[src/rtl/control_unit.sv]
// rtl/control_unit.sv - four-phase fetch/decode/execute/writeback sequencer driving an external ALU
// Holds R0..R3, IR, PC and the carry flag; one instruction per FETCH-DECODE-EXECUTE-WRITEBACK pass.
module control_unit #(
  parameter int SIZE = 8,
  parameter int PC_W = 8
) (
  input  logic            CLK,
  input  logic            RST,
  input  logic            run,
  input  logic            instr_valid,
  input  logic [SIZE+7:0] instr_data,
  output logic            instr_ready,
  output logic [PC_W-1:0] pc,
  output logic            alu_CE,
  output logic [2:0]      alu_OP_CODE,
  output logic [SIZE-1:0] alu_left,
  output logic [SIZE-1:0] alu_right,
  output logic            alu_carry_in,
  input  logic [SIZE-1:0] alu_op_out,
  input  logic            alu_carry_out,
  output logic [SIZE-1:0] acc_out,
  output logic            carry_flag
);

  localparam logic [1:0] FETCH     = 2'd0;
  localparam logic [1:0] DECODE    = 2'd1;
  localparam logic [1:0] EXECUTE   = 2'd2;
  localparam logic [1:0] WRITEBACK = 2'd3;

  localparam logic [2:0] OP_ADD = 3'd0;
  localparam logic [2:0] OP_SUB = 3'd1;
  localparam logic [2:0] OP_ST  = 3'd7;

  logic [1:0]      state;
  logic [SIZE+7:0] ir;
  logic [SIZE-1:0] regs [4];
  logic            c;
  logic [SIZE-1:0] res_q;
  logic            carry_q;

  logic [2:0]      opcode;
  logic [1:0]      rs;
  logic            use_carry;
  logic            imm_sel;
  logic [SIZE-1:0] imm;
  logic            unused_reserved;

  assign opcode          = ir[SIZE+7:SIZE+5];
  assign rs              = ir[SIZE+4:SIZE+3];
  assign use_carry       = ir[SIZE+2];
  assign imm_sel         = ir[SIZE+1];
  assign imm             = ir[SIZE-1:0];
  assign unused_reserved = ir[SIZE];

  // Ready is masked by RST so nothing looks accepted while the block is held in reset.
  assign instr_ready = (state == FETCH) && run && !RST;
  assign alu_CE      = (state == EXECUTE);
  assign acc_out     = regs[0];
  assign carry_flag  = c;

  always_ff @(posedge CLK or posedge RST) begin
    if (RST) begin
      state        <= FETCH;
      ir           <= '0;
      pc           <= '0;
      c            <= 1'b0;
      res_q        <= '0;
      carry_q      <= 1'b0;
      alu_OP_CODE  <= '0;
      alu_left     <= '0;
      alu_right    <= '0;
      alu_carry_in <= 1'b0;
      for (int i = 0; i < 4; i++) regs[i] <= '0;
    end else begin
      case (state)
        FETCH: begin
          if (instr_valid && run) begin
            ir    <= instr_data;
            pc    <= pc + PC_W'(1);
            state <= DECODE;
          end
        end
        DECODE: begin
          alu_left     <= regs[0];
          alu_right    <= imm_sel ? imm : regs[rs];
          alu_carry_in <= use_carry & c;
          alu_OP_CODE  <= opcode;
          state        <= EXECUTE;
        end
        EXECUTE: begin
          res_q   <= alu_op_out;
          carry_q <= alu_carry_out;
          state   <= WRITEBACK;
        end
        WRITEBACK: begin
          // ST targets R[rs]; everything else accumulates into R0.
          if (opcode == OP_ST) regs[rs] <= res_q;
          else                 regs[0]  <= res_q;
          if (opcode == OP_ADD || opcode == OP_SUB) c <= carry_q;
          state <= FETCH;
        end
        default: state <= FETCH;
      endcase
    end
  end

endmodule

[config.mk]
export PLATFORM = sky130hd
export DESIGN_NAME = control_unit
export DESIGN_NICKNAME = d
export VERILOG_FILES = /design/src/rtl/control_unit.sv
export SDC_FILE = /design/constraint.sdc
export NUM_CORES = 1
export LEC_CHECK = 0
export CAP_MARGIN = 20
export CORE_ASPECT_RATIO = 1.75
export CORE_MARGIN = 5
export CORE_UTILIZATION = 56
export CTS_CLUSTER_DIAMETER = 40
export DETAILED_ROUTE_END_ITERATION = 16
export HOLD_SLACK_MARGIN = 0.08
export PLACE_DENSITY = 0.84
export SLEW_MARGIN = 10
export SYNTH_ARGS = -nofsm -noshare
export SYNTH_HDL_FRONTEND = slang
export SYNTH_SLANG_ARGS = --single-unit
[constraint.sdc]
create_clock -name CLK -period 12.71 [get_ports CLK]
set_input_delay 3.813 -clock CLK [delete_from_list [all_inputs] [get_ports CLK]]
set_output_delay 3.813 -clock CLK [all_outputs]
set_load 0.005 [all_outputs]
# After elaboration in Yosys (flattened, before gate mapping)
# Index checks and enable logic that the tools add are counted.
# op_classes
add_sub_neg	1
n_lt_le_gt_ge	2
eq_ne	6
muxes	10
n_bitwise	2
n_reduce_logical	11
# ops
cell	count
2-to-1 mux 8 bit	5
bitwise mux 32 bit	1
binary-select mux 8 bit (select 2 bit)	1
demux 8 bit (select 2 bit)	1
adder 8 x 1 -> 8 bit, second input constant	1
case mux 2 bit (4 select lines)	1
AND reduction 2 bit	3
== test 2 bit, second input constant	2
logical AND 1 bit	4
== test 3 x 1 -> 1 bit, second input constant	1
== test 3 bit, second input constant	1
greater-or-equal comparator 3 bit, second input constant	1
logical NOT 3 bit	1
< comparator 3 x 1 -> 1 bit, second input constant	1
NOT 2 -> 3 bit	1
== test 2 x 1 -> 1 bit, second input constant	1
logical NOT 2 bit	1
2-to-1 mux 2 bit	1
inequality test 2 x 1 -> 1 bit, second input constant	1
AND 1 bit	1
logical NOT 1 bit	1
logical OR 1 bit	1
# word_totals
reg_bits	88
input_bits	29
out_inout_bits	39
word_cells	46

# Depth between registers and ports, before layout
# Gate-level depths: netlist of run 1.
# logic_depth
word_depth	7
depth_mapped	7
depth_no_buf	5

# Worst setup path after synthesis of run 1
# OpenSTA, ideal clock, no wires.
# synth_timing
kind	input to output
from	input port RST
to	output port instr_ready
t_arrival_ns	5.976
setup_slack_ns	2.921
path_stages	2
path_buffers	0
path_cell_list	inv_1 > and3_1
# synth_between
elab_chain_cells	2
# synth_rtl
element	line	text
start, declared	8	input logic RST,
logical NOT 1 bit (no line)	--	
logical AND 1 bit	56	assign instr_ready = (state == FETCH) && run && !RST;
end, declared	12	output logic instr_ready,
# No other way between the ends.

# Worst setup path in the final report of run 1
# Same ends and word-level chain as after synthesis.

==> results of run 1 <==
## worst paths after layout
kind / slack (ns) / to
hold reg to reg: 0.48 / ir[7]$_DFFE_PP0P_
max in group asynchronous: 7.82 / alu_left[2]$_DFFE_PP0N_
setup reg to reg: 10.64 / pc[7]$_DFFE_PP0P_
min in group asynchronous: 3.80 / alu_right[4]$_DFFE_PP0N_
setup / recovery: 3.43 / instr_ready
hold / removal: 0.48 / ir[7]$_DFFE_PP0P_
## through the flow
step	power (mW)	setup WS, ns	utilization (%)	std cells
after detailed placement	0.9094	3.389	67.97	414
after global routing	1.246	3.287	72.83	429
after floorplan	0.7378	2.921	-	283
final	1.172	3.429	72.83	429
after global placement	0.8843	3.400	67.97	414
after CTS	1.187	3.381	72.83	429
## area by class of cell
| class | instances | area, sq um |
|---|---|---|
| Inverter | 4 | 16.27 |
| Tap cell | 82 | 102.6 |
| Clock buffer | 13 | 280.3 |
| Timing Repair Buffer | 68 | 675.6 |
| Multi-Input combinational cell | 173 | 1473 |
| Sequential cell | 87 | 2177 |
| Fill cell | 444 | 1777 |
| Clock inverter | 2 | 37.54 |
## cells in the mapped netlist (2+ instances only)
| master | number | area (sq um) |
|---|---|---|
| nand2_1 | 51 | 191.4 |
| mux4_1 | 8 | 210.2 |
| and3_1 | 3 | 18.77 |
| nand4_1 | 3 | 18.77 |
| nor3_1 | 3 | 15.01 |
| nand3_1 | 3 | 15.01 |
| mux2i_1 | 8 | 80.08 |
| dfrtp_1 | 87 | 2177 |
| xnor2_1 | 4 | 35.03 |
| buf_4 | 9 | 67.56 |
| inv_1 | 4 | 15.01 |
| clkbuf_1 | 6 | 22.52 |
| nor3b_4 | 2 | 37.54 |
| mux2_2 | 54 | 608.1 |
| nor2_1 | 9 | 33.78 |
| ha_1 | 6 | 75.07 |
| a21oi_1 | 9 | 45.04 |
| buf_2 | 2 | 10.01 |
| xor2_1 | 3 | 26.28 |
## metal layers
layer,up-vias,part of all wire (%)
li1,1093,-
met1,1180,40
met2,53,53
met3,12,4.2
met4,0,2.0
met5,-,0
## cells by family after synthesis
logic type	synth area share, %
AO/OA/AOI/OAI	1.753
XOR/XNOR	1.621
adder cells (fa/ha/maj)	1.985
buffers and inverters	3.506
flip-flops	57.56
multiplexers	23.75
AND/OR/NAND/NOR	9.825
## critical path: stages
cell and delay [ns]:
clkdlybuf4s50_1 0.48, clkinv_2 0.37, and3_1 0.36, clkdlybuf4s50_1 0.44
## where the power goes
| group | switching (mW) | internal (mW) | total [mW] | leakage [nW] |
|---|---|---|---|---|
| Clock | 0.0978 | 0.172 | 0.270 | 0.154 |
| Sequential | 0.107 | 0.394 | 0.501 | 1.10 |
| Combinational | 0.148 | 0.253 | 0.401 | 0.953 |
## registers in the layout (all words and copies together), names as in the netlist, 2 cells and up
signal and count:
pc 8, acc_out 8, alu_left 8, state 2
alu_right 8, regs 24, res_q 8, ir 15
alu_OP_CODE 3
==> summary.txt, run 1 <==
CORE AREA - 6539 sq um
pwr/cell area - 246.2 nW/um^2
most frequent cells in the layout - dfrtp_1 (87), clkdlybuf4s50_1 (66), mux2_2 (54)
Worst Max-Slew Pin Slew - 0.8433 ns
Worst-path clk slew - 0.06 ns
Crit Path Class - primary input to output port
Max Cap Violations - 0
initial core utilization - 57.85%
Tot GR Track Use - 19.25%
met3 usage - 5.268%
worst flop-to-flop path startpoint - state[0]$_DFFE_PP0P_
gr ovfl total - 0
Pre-antenna DRT Iters - 4
clk root buf - clkbuf_16
syn_area_per_cell - 13.37 sq um
met2 global-route usage - 32.13%
DRC Markers - 0
Die ar. - 8563 sq um
Wirelength per Cell - 17.52 microns
yosys warns - 0
hold crit path type - flop to flop
crit start category - primary input
Fin. Hold Viols - 0
Max Clk Rate - 107.8 MHz
I/O pins - 68
origin of the worst setup path - RST
vias per inst - 5.450
Post-Route WL - 7518 microns
CTS max path bufs - 2
post-route cell area - 4762 sq um
ys flop type - dfrtp_1
die height - 118.7 microns
Leak - 2.208 nW
critical path data arrival time - 5.47 ns
final hold slack - 0.4809 ns
Setup Buffers After CTS - 0
Worst setup EP type - output port
met1 global-route usage - 23.48%
Post-Syn Area - 3782 sq um
Mapped Cells - 283
Vias - 2338
Rows - 39
initial DRC count - 117
fin crit period - 9.281 ns
Post-synth EDFFs - 0
Antenna diodes - 0
largest net degree at the start of global routing - 63
worst IR drop on VDD - 0.0001645 V
# hold bufs at CTS - 0
Clock Skews - 0.003738 ns
worst-skew pair later-pin latency - 0.33 ns
clk sink count - 87
Crit Path Max Fanout - 27
Layout Nets - 378
hold path depth - 2
dpl hpwl - 5171 microns
RSZ-0062 raised after global routing - false
Worst EP required - 8.90 ns
total CTS buffers - 9
Yosys cell types - 28
area grow syn2layout - 25.90%
final-report setup violation count - 0
first-pass GRT wire length - 12410 microns
part of the Yosys area used for sequential elements - 57.56%
vias in the first global route - 2408
layer with the highest usage - met2
IO buf count - 66
die width - 72.13 microns
layout cells sized above 1 - 22.19%
commonest non-fill, non-tap cell in the layout - dfrtp_1
depth of the most critical reg-to-reg path - 5
Async SR Flop Fraction - 100.0%
Relative slew margins - 43.62%
Final TNS setup - 0 ns
Tcrit/Tclk final - 73.02%
initial antenna violation count - 0
status - finished clean
PostCTS Resize Cnt - 0
Final Slew Violations - 0
Hold Path Origin - ir[7]$_DFFE_PP0P_
Area after DPL - 4444 sq um
flops & latches, synth - 87
htree depth - 3
syn_nets - 318
ANT nets after route - 0
CTS tree - done
GP Congestion - 0.7322
(Power assumes the default switching activity.)
==> run 2: changes to the inputs <==
--- a/config.mk
+++ b/config.mk
@@ -8,11 +8,11 @@
 export CAP_MARGIN = 20
 export CORE_ASPECT_RATIO = 1.75
 export CORE_MARGIN = 5
-export CORE_UTILIZATION = 56
+export CORE_UTILIZATION = 47
 export CTS_CLUSTER_DIAMETER = 40
 export DETAILED_ROUTE_END_ITERATION = 16
 export HOLD_SLACK_MARGIN = 0.08
-export PLACE_DENSITY = 0.84
+export PLACE_DENSITY = 0.75
 export SLEW_MARGIN = 10
 export SYNTH_ARGS = -nofsm -noshare
 export SYNTH_HDL_FRONTEND = slang
==> constraint.sdc (replaced) <==
create_clock -name CLK -period 7.5 [get_ports CLK]
set_input_delay 2.25 -clock CLK [delete_from_list [all_inputs] [get_ports CLK]]
set_output_delay 2.25 -clock CLK [all_outputs]
set_load 0.005 [all_outputs]
==> summary.txt, run 2 (same netlist as run 1, synthesis figures left out) <==
Die ar. - 10010 sq um (was 8563 sq um)
Relative slew margins - 34.34% (was 43.62%)
Max Clk Rate - 171.6 MHz
htree depth - 3 (unchanged)
GP Congestion - 0.7591 (was 0.7322)
fin crit period - 5.826 ns
worst-skew pair later-pin latency - 0.33 ns (about the same)
Post-Route WL - 7539 microns (was 7518 microns)
crit start category - primary input (unchanged)
first-pass GRT wire length - 12710 microns (was 12410 microns)
Layout Nets - 378 (unchanged)
worst IR drop on VDD - 0.0002336 V (was 0.0001645 V)
I/O pins - 68 (unchanged)
Cells after DPL - 422 (was 414)
Worst EP required - 5.25 ns (was 8.90 ns)
vias per inst - 5.300 (was 5.450)
vias in the first global route - 2498 (was 2408)
Max Cap Violations - 0 (unchanged)
Core Util, Final - 60.10% (was 72.83%)
ANT nets after route - 0 (unchanged)
most frequent cells in the layout - dfrtp_1 (87), clkdlybuf4s50_1 (66), mux2_2 (54) (unchanged)
clk sink count - 87 (unchanged)
critical path data arrival time - 3.58 ns (was 5.47 ns)
Fin. Hold Viols - 0 (unchanged)
die width - 77.82 microns (was 72.13 microns)
Leak - 2.199 nW (was 2.208 nW)
total power - 1.965 mW (was 1.172 mW)
Worst Max-Slew Pin Slew - 0.9848 ns (was 0.8433 ns)
clk root buf - clkbuf_16 (unchanged)
sw power - 593.8 uW (was 352.3 uW)
area of the multi-input gates - 1473 sq um (unchanged)
Largest regs - regs (24), ir (15) (unchanged)
CTS max path bufs - 2 (unchanged)
Tcrit/Tclk final - 77.68%
final hold slack - 0.4734 ns (was 0.4809 ns)
Pre-antenna DRT Iters - 4 (unchanged)
CORE AREA - 7909 sq um (was 6539 sq um)
CTS tree - done (unchanged)
dpl hpwl - 5282 microns (was 5171 microns)
Reg power frac - 43.2% (was 42.7%)
Fill cells - 635 (was 444)
max FFs per register - 24 (unchanged)
FF/Latch Area - 2177 sq um (unchanged)
wire length on met3 - 240 microns (was 312 microns)
status - finished clean (unchanged)
Tot GR Track Use - 16.42% (was 19.25%)
Crit Path Class - primary input to output port (unchanged)
PostCTS Resize Cnt - 0 (unchanged)
met2 wire len - 4097 microns (was 4016 microns)
IO buf count - 66 (unchanged)
initial DRC count - 158 (was 117)
# hold bufs at CTS - 0 (unchanged)
Clock Power Share - 22.5% (was 23.0%)
die height - 128.7 microns (was 118.7 microns)
gr ovfl total - 0 (unchanged)
Crit Path Max Fanout - 11 (was 27)
Area after DPL - 4454 sq um (was 4444 sq um)
largest net degree at the start of global routing - 79 (was 63)
area grow syn2layout - 25.67% (was 25.90%)
Wirelength per Cell - 17.25 microns (was 17.52 microns)
initial antenna violation count - 0 (unchanged)
Antenna diodes - 0 (unchanged)
Sw Share - 30.22% (was 30.05%)
Worst-path clk slew - 0.06 ns (about the same)
Clock Skews - 0.006016 ns (was 0.003738 ns)
count of non-filler cells in the finished layout - 437 (was 429)
Worst setup EP type - output port (unchanged)
final-report setup violation count - 0 (unchanged)
DRC Markers - 0 (unchanged)
post-route cell area - 4753 sq um (was 4762 sq um)
Reg with most FFs - regs (unchanged)
top sig layer - met4 (unchanged)
Rows - 43 (was 39)
Final Slew Violations - 0 (unchanged)
hold crit path type - flop to flop (unchanged)
Setup Buffers After CTS - 0 (unchanged)
fin worst setup slack - 1.674 ns (was 3.429 ns)
initial core utilization - 47.82% (was 57.85%)
Vias - 2316 (was 2338)
total CTS buffers - 9 (unchanged)
combinational power share - 34.3% (was 34.2%)
pwr/cell area - 413.3 nW/um^2 (was 246.2 nW/um^2)
Final TNS setup - 0 ns (unchanged)
layout cells sized above 1 - 21.90% (was 22.19%)
RSZ-0062 raised after global routing - false (unchanged)
Internal Power - 1.371 mW (was 820.1 uW)
dpl ws - 1.643 ns (was 3.389 ns)
commonest non-fill, non-tap cell in the layout - dfrtp_1 (unchanged)
met1 WL - 3060 microns (was 3041 microns)
-- run 2: cell count changes in the layout (fill, tap and decap cells not counted) --
cell	delta
clkbuf_8	-2
clkbuf_1	+1
clkinv_2	+1
-- run 2: routing by layer --
layer  GRT usage, %  up-vias
met1          19.03     1177
met3          3.922       11
li1               -     1091
met5              0        -
met2          28.56       37
met4          7.186        0
-- run 2: final timing paths --
check,from,to,slack [ns],cells past startpoint
max,RST,instr_ready,1.67,4
min,ir[7]$_DFFE_PP0P_,ir[7]$_DFFE_PP0P_,0.47,2
max in group asynchronous,RST,regs[5]$_DFFE_PP0P_,4.16,3
min in group asynchronous,RST,pc[2]$_DFFE_PP0P_,2.14,2
min reg2reg,ir[7]$_DFFE_PP0P_,ir[7]$_DFFE_PP0P_,0.47,2
max reg2reg,state[0]$_DFFE_PP0P_,pc[7]$_DFFE_PP0P_,5.41,5
-- run 2: power groups by stage --
stage	Combinational [mW]	Sequential [mW]	Clock [mW]
2_1_floorplan	0.459	0.791	0
3_3_place_gp	0.663	0.846	0
3_5_place_dp	0.686	0.859	0
4_1_cts	0.689	0.851	0.452
5_1_grt	0.745	0.884	0.469
6_report	0.674	0.849	0.442
-- run 2: critical path: stages --
cell and delay (ns):
clkdlybuf4s50_1 0.48, clkinv_2 0.17, and3_1 0.23, clkdlybuf4s50_1 0.44
-- run 2: final cells by class --
| type | count | area share (%) |
|---|---|---|
| well taps | 90 | 2.369 |
| flip-flops and latches | 87 | 45.80 |
| clock inverters | 3 | 0.8950 |
| clock buffers | 12 | 5.396 |
| multi-input cells | 173 | 30.98 |
| inverters | 4 | 0.3422 |
| repair buffers | 68 | 14.21 |
